--- src/rtl/cam_init_pkg.sv ---
// Shared definitions for the camera init sequencer: FSM encoding, ROM word
// field positions and the default OV7725 SCCB write address.
package cam_init_pkg;

  typedef enum logic [3:0] {
    ST_PWRUP   = 4'd0,
    ST_FETCH   = 4'd1,
    ST_ROMWAIT = 4'd2,
    ST_LOAD    = 4'd3,
    ST_REQ     = 4'd4,
    ST_GAP     = 4'd5,
    ST_SWDLY   = 4'd6,
    ST_ADV     = 4'd7,
    ST_DONE    = 4'd8,
    ST_ERROR   = 4'd9
  } state_t;

  // ROM word layout: {reg_addr, reg_data}
  localparam int REG_MSB  = 15;
  localparam int REG_LSB  = 8;
  localparam int DATA_MSB = REG_LSB - 1;

  localparam logic [7:0] OV7725_DEV_ID = 8'h42;

  function automatic int max_int(input int a, input int b);
    return (a > b) ? a : b;
  endfunction

endpackage

--- src/rtl/init_delay_counter.sv ---
// Down-counting delay timer shared by the power-up and soft-reset waits.
// start loads the count; expired is high for the one cycle in which the
// loaded count has run down to zero.
module init_delay_counter #(
  parameter int WIDTH = 8
) (
  input  logic             clk,
  input  logic             rst_n,
  input  logic             start,
  input  logic [WIDTH-1:0] load,
  output logic             busy,
  output logic             expired
);

  logic [WIDTH-1:0] cnt;

  // load on start, otherwise count down to terminal count and go idle
  always_ff @(posedge clk or negedge rst_n) begin
    if (!rst_n) begin
      cnt  <= '0;
      busy <= 1'b0;
    end else if (start) begin
      cnt  <= load;
      busy <= 1'b1;
    end else if (busy) begin
      if (cnt == '0) begin
        busy <= 1'b0;
      end else begin
        cnt <= cnt - 1'b1;
      end
    end
  end

  assign expired = busy && (cnt == '0);

endmodule

--- src/rtl/camera_init_sequencer.sv ---
// Walks the camera init ROM and issues one SCCB register write per entry,
// retrying NACKed entries, inserting the post-soft-reset settle delay and
// reporting done/error to the capture path.
//
// state   | meaning
// --------+---------------------------------------------------------------
// PWRUP   | power-up settle wait before the first write
// FETCH   | drive rom_addr with the current index
// ROMWAIT | one cycle for the registered ROM read
// LOAD    | latch register address/data from rom_q, raise sccb_req
// REQ     | hold sccb_req until the master reports done
// GAP     | one req-low cycle before retrying a NACKed entry
// SWDLY   | settle wait after the soft-reset entry (index 0)
// ADV     | move to the next entry or finish
// DONE    | all entries written; waits for restart
// ERROR   | an entry ran out of retries; waits for restart
module camera_init_sequencer
  import cam_init_pkg::*;
#(
  parameter int         ADDR_WIDTH   = 8,
  parameter int         DATA_WIDTH   = 16,
  parameter int         REG_NUM      = 68,
  parameter logic [7:0] DEVICE_ID    = OV7725_DEV_ID,
  parameter int         PWRUP_CYCLES = 1250000,
  parameter int         SWRST_CYCLES = 50000,
  parameter int         MAX_RETRY    = 3
) (
  input  logic                  clk,
  input  logic                  rst_n,
  input  logic                  restart,
  output logic [ADDR_WIDTH-1:0] rom_addr,
  input  logic [DATA_WIDTH-1:0] rom_q,
  output logic                  sccb_req,
  output logic [7:0]            sccb_dev_id,
  output logic [7:0]            sccb_reg,
  output logic [7:0]            sccb_wdata,
  input  logic                  sccb_done,
  input  logic                  sccb_nack,
  output logic                  init_busy,
  output logic                  init_done,
  output logic                  init_err,
  output logic [ADDR_WIDTH-1:0] err_index
);

  localparam int DLY_W = $clog2(max_int(PWRUP_CYCLES, SWRST_CYCLES) + 1);
  localparam int RTY_W = (MAX_RETRY > 0) ? $clog2(MAX_RETRY + 1) : 1;

  // The cycle spent arming the timer counts as one of the power-up cycles,
  // so the FSM leaves PWRUP exactly PWRUP_CYCLES clocks after reset release.
  localparam logic [DLY_W-1:0] PWRUP_LOAD =
    DLY_W'((PWRUP_CYCLES >= 2) ? PWRUP_CYCLES - 2 : 0);
  // Armed on the entry-0 done edge, so SWDLY lasts exactly SWRST_CYCLES.
  localparam logic [DLY_W-1:0] SWRST_LOAD =
    DLY_W'((SWRST_CYCLES >= 1) ? SWRST_CYCLES - 1 : 0);
  localparam logic [ADDR_WIDTH-1:0] LAST_IDX  = ADDR_WIDTH'(REG_NUM - 1);
  localparam logic [RTY_W-1:0]      RETRY_MAX = RTY_W'(MAX_RETRY);

  state_t                  state;
  logic [ADDR_WIDTH-1:0]   idx;
  logic [RTY_W-1:0]        retry;
  logic                    dly_start;
  logic [DLY_W-1:0]        dly_load;
  logic                    dly_busy;
  logic                    dly_expired;

  assign sccb_dev_id = DEVICE_ID;

  // arm the shared timer on entry to PWRUP and on the entry-0 success edge
  always_comb begin
    dly_start = 1'b0;
    dly_load  = PWRUP_LOAD;
    if (state == ST_PWRUP && !dly_busy) begin
      dly_start = 1'b1;
    end else if (state == ST_REQ && sccb_done && !sccb_nack && idx == '0) begin
      dly_start = 1'b1;
      dly_load  = SWRST_LOAD;
    end
  end

  init_delay_counter #(
    .WIDTH (DLY_W)
  ) u_delay (
    .clk     (clk),
    .rst_n   (rst_n),
    .start   (dly_start),
    .load    (dly_load),
    .busy    (dly_busy),
    .expired (dly_expired)
  );

  // sequencing FSM with registered outputs
  always_ff @(posedge clk or negedge rst_n) begin
    if (!rst_n) begin
      state      <= ST_PWRUP;
      idx        <= '0;
      retry      <= '0;
      rom_addr   <= '0;
      sccb_req   <= 1'b0;
      sccb_reg   <= '0;
      sccb_wdata <= '0;
      init_busy  <= 1'b0;
      init_done  <= 1'b0;
      init_err   <= 1'b0;
      err_index  <= '0;
    end else begin
      case (state)
        ST_PWRUP: begin
          init_busy <= 1'b1;
          if (dly_expired) state <= ST_FETCH;
        end
        ST_FETCH: begin
          rom_addr <= idx;
          state    <= ST_ROMWAIT;
        end
        ST_ROMWAIT: begin
          state <= ST_LOAD;
        end
        ST_LOAD: begin
          sccb_reg   <= rom_q[REG_MSB:REG_LSB];
          sccb_wdata <= rom_q[DATA_MSB:0];
          sccb_req   <= 1'b1;
          state      <= ST_REQ;
        end
        ST_REQ: begin
          if (sccb_done) begin
            sccb_req <= 1'b0;
            if (!sccb_nack) begin
              retry <= '0;
              state <= (idx == '0) ? ST_SWDLY : ST_ADV;
            end else if (retry < RETRY_MAX) begin
              retry <= retry + 1'b1;
              state <= ST_GAP;
            end else begin
              err_index <= idx;
              init_err  <= 1'b1;
              init_busy <= 1'b0;
              state     <= ST_ERROR;
            end
          end
        end
        ST_GAP: begin
          sccb_req <= 1'b1;
          state    <= ST_REQ;
        end
        ST_SWDLY: begin
          if (dly_expired) state <= ST_ADV;
        end
        ST_ADV: begin
          if (idx == LAST_IDX) begin
            init_done <= 1'b1;
            init_busy <= 1'b0;
            state     <= ST_DONE;
          end else begin
            idx   <= idx + 1'b1;
            state <= ST_FETCH;
          end
        end
        ST_DONE, ST_ERROR: begin
          if (restart) begin
            init_done <= 1'b0;
            init_err  <= 1'b0;
            err_index <= '0;
            init_busy <= 1'b1;
            idx       <= '0;
            retry     <= '0;
            state     <= ST_FETCH;
          end
        end
        default: begin
          state <= ST_PWRUP;
        end
      endcase
    end
  end

endmodule
--- config.mk ---
export PLATFORM = sky130hd
export DESIGN_NAME = camera_init_sequencer
export DESIGN_NICKNAME = d
export VERILOG_FILES = /design/src/rtl/cam_init_pkg.sv /design/src/rtl/init_delay_counter.sv /design/src/rtl/camera_init_sequencer.sv
export SDC_FILE = /design/constraint.sdc
export NUM_CORES = 1
export LEC_CHECK = 0
export CORE_MARGIN = 2
export CORE_UTILIZATION = 61
export CTS_CLUSTER_DIAMETER = 150
export DETAILED_ROUTE_END_ITERATION = 16
export DONT_BUFFER_PORTS = 1
export PLACE_DENSITY = 0.78
export SYNTH_ARGS = -nofsm -noshare
export SYNTH_HDL_FRONTEND = slang
export SYNTH_SLANG_ARGS = --single-unit
export TNS_END_PERCENT = 50
--- constraint.sdc ---
create_clock -name clk -period 2 [get_ports clk]
set_input_delay 0.4 -clock clk [delete_from_list [all_inputs] [get_ports clk]]
set_output_delay 0.4 -clock clk [all_outputs]
set_load 0.02 [all_outputs]
==> impl_metrics.py <==
metrics = {
    "synth": {
        "synth_cell_type_count": 60,
        "synth_warnings": 0,
        "synthesis.instances": 356,
        "yosysTopAreaCellShare_pct": 48.9,
        "syn_area_per_cell_um2": 10.3,
        "synth_largest_area_cell": "dfrtp_1",
        "ys_ff_latch": 72,
        "synth-async-reset-ratio_pct": 100,
        "synth-main-ff-cell": "dfrtp_1",
        "ys_seq_area_share_pct": 48.9,
        "synth_edf_count": 0,
        "syn-cell-area_um2": 3680,
        "synth.area.top_cells": "dfrtp_1 49%, mux2_2 7.9%, nand2_1 4.2%",
    },
    "place": {
        "dp_slack_ns": 0.0335,
        "gp_congestion": 0.874,
        "port_buffers": 0,
        "dpl.hpwl_um": 5570,
    },
    "outcome": {
        "violations": "negative hold slack, negative setup slack",
        "status": "complete, but fails checks",
    },
    "global_route": {
        "grt_max_degree": 73,
        "grt_first_pass_wirelength_um": 13200,
        "grt_pass1_vias": 2806,
        "overflow": 0,
        "grt_use_total_pct": 26.5,
        "antenna_found_initial": 0,
    },
    "cells_and_area": {
        "regArea_um2": 1800,
        "drive_above_1_share_pct": 24.4,
        "final_nets": 415,
        "syn_to_final_growth_pct": 14.7,
        "multi_input_area_um2": 1790,
        "largest_register_ffs": 21,
        "regMostFlops": "u_delay.cnt",
        "fillCellCount": 428,
        "diodes": 0,
    },
    "timing": {
        "holdWs_ns": -0.268,
        "fmax_mhz": 490,
        "fin_skew_ns": 0.00838,
        "slew_viol_final": 0,
        "period_needed_ns": 2.04,
        "setup_ws_ns": -0.0412,
        "fin_crit_sh_pct": 102,
        "rsz0062_at_grt": "true",
        "finalSetupViolations": 2,
        "hold_violations": 72,
    },
    "cts": {
        "cts_tree": "built",
        "clkLatencyLatePin_ns": 0.36,
        "cts.sinks": 72,
        "cts_inserted_buffers": 9,
        "clock_path_buffers": 2,
        "clk_pin_slew_worst_paths_ns": 0.08,
        "h-tree-depth": 3,
        "root_buffer": "clkbuf_8",
    },
    "routing": {
        "viasPerCell": 6.19,
        "drc": 0,
        "vias": 2901,
        "drtAntennaViolNets": 0,
        "routed_wl_um": 8700,
        "first_iter_violations": 230,
        "firstDrtPassIters": 5,
        "routedWlPerCell_um": 18.6,
    },
    "critical_path": {
        "cp-start-kind": "flip-flop",
        "cp-end-kind": "flip-flop",
        "r2r_cells": 5,
        "cp_max_fo": 5,
        "cp.arrival_ns": 2.31,
        "crit_type": "reg -> reg",
        "crit_required_ns": 2.26,
    },
    "power_and_ir_drop": {
        "ir_drop_mv": 0.985,
        "p_per_area_nw_per_um2": 1320,
        "leakage_nw": 1.76,
    },
    "floorplanning": {
        "start_util_pct": 62.6,
        "dieHeight_um": 81.7,
        "pin_count": 65,
        "rows": 28,
        "coreArea_um2": 5890,
        "die_w_um": 81.7,
        "dieArea_um2": 6680,
    },
    "min_path": {
        "holdCritPathClass": "in -> async",
    },
    "job": {
        "drv_cap": 0,
    },
}
## critical path: stages (launching register included)
cell     delay, ns
dfrtp_1       0.46
or4_1         0.67
nor3_4        0.27
a21o_1        0.19
or3_1         0.13
mux2i_1       0.23
## worst paths after layout
check | slack, ns | startpoint | end
min in group clk | 0.15 | restart | state[3]
max in group asynchronous | 2.13 | rst_n | state[2]
min | -0.27 | rst_n | sccb_reg[1]
max | -0.04 | u_delay.cnt[15] | u_delay.cnt[13]
max reg2reg | -0.04 | u_delay.cnt[15] | u_delay.cnt[13]
min reg2reg | 0.53 | idx[7] | idx[7]
## layout make-up
| cell class | instances | share of cell area (%) |
|---|---|---|
| sequential | 72 | 42.6 |
| multi-input combinational | 260 | 42.3 |
| timing repair buffer | 33 | 5.86 |
| clock buffer | 10 | 3.02 |
| clock inverter | 6 | 2.75 |
| tap | 75 | 2.22 |
| inverter | 13 | 1.15 |
## metal layers
layer / vias up / wire length [µm] / track usage [%]
met1: 1400 / 3440 / 32.5
met3: 27 / 526 / 5.82
met4: 0 / 256 / 15.3
li1: 1339 / - / -
met2: 135 / 4480 / 43.3
met5: - / 0 / 0
## synth_stat cells (3+ instances only)
cell type / n
dfrtp_1: 72
inv_1: 13
mux2_2: 26
a21oi_1: 22
ha_1: 5
nand2_1: 41
o21ai_0: 23
nor4_1: 8
and3_1: 3
buf_4: 8
buf_2: 5
nor2b_1: 3
nand3_1: 9
a211oi_1: 3
nand4b_1: 3
nand2b_1: 3
o211ai_1: 3
nor3_1: 5
or4_1: 4
nor2_1: 22
clkbuf_1: 3
o31ai_1: 6
mux2i_1: 3
nand4_1: 4
xnor2_1: 13
## placed cells by master (no fill, tap or decap), types with 3 or more instances in the layout
cell / netlist / routed
or4_1: 4 / 3
clkbuf_8: 0 / 9
mux2_2: 26 / 26
nand2_1: 41 / 41
and3_1: 3 / 3
o21ai_0: 23 / 23
nor4_1: 8 / 5
nand4b_1: 3 / 3
nor2_1: 22 / 22
o211ai_1: 3 / 3
ha_1: 5 / 5
nand3_1: 9 / 9
inv_1: 13 / 13
dfrtp_1: 72 / 72
nand2b_1: 3 / 3
conb_1: 2 / 8
buf_4: 8 / 33
nor3_1: 5 / 5
bufinv_16: 0 / 3
a21oi_1: 22 / 22
nand4_1: 4 / 4
o31ai_1: 6 / 6
xnor2_1: 13 / 13
mux2i_1: 3 / 3
nor4_2: 2 / 5
nor2b_1: 3 / 3
## logic make-up after synthesis
logic type | count (synthesis) | share of synthesized area (%)
compound gates | 79 | 13.9
xor+xnor | 14 | 3.33
fa+ha+maj | 5 | 1.70
buf+inv | 30 | 4.25
flops | 72 | 48.9
mux | 29 | 8.76
other cells | 2 | 0.204
simple gates | 125 | 19.0
## stage by stage
step | setup TNS, ns | cell area, µm² | std cells | power [mW] | util, %
floorplan | 0 | 3710 | 362 | 3.69 | -
global placement | 0 | 3910 | 449 | 4.05 | 66.4
detailed placement | 0 | 3910 | 449 | 4.14 | 66.4
CTS | 0 | 4180 | 468 | 5.56 | 71.1
global route | -0.383 | 4230 | 469 | 5.85 | 71.8
finish | -0.0541 | 4230 | 469 | 5.56 | 71.8
## power breakdown
group          switching, mW  internal (mW)  total (mW)  leakage (nW)
logic                  0.702          0.698        1.40         0.801
clock network          0.577          0.838        1.42         0.121
registers              0.825           1.92        2.74         0.834
## timing repair
item,CTS,global route
buffers inserted,3,1
gates cloned,0,0
resized for setup,1,6
endpoints found under the setup margin,2,23
endpoints found under the hold margin,72,72
pin swaps,1,2
No activity file was read; power rests on OpenSTA's default activity.
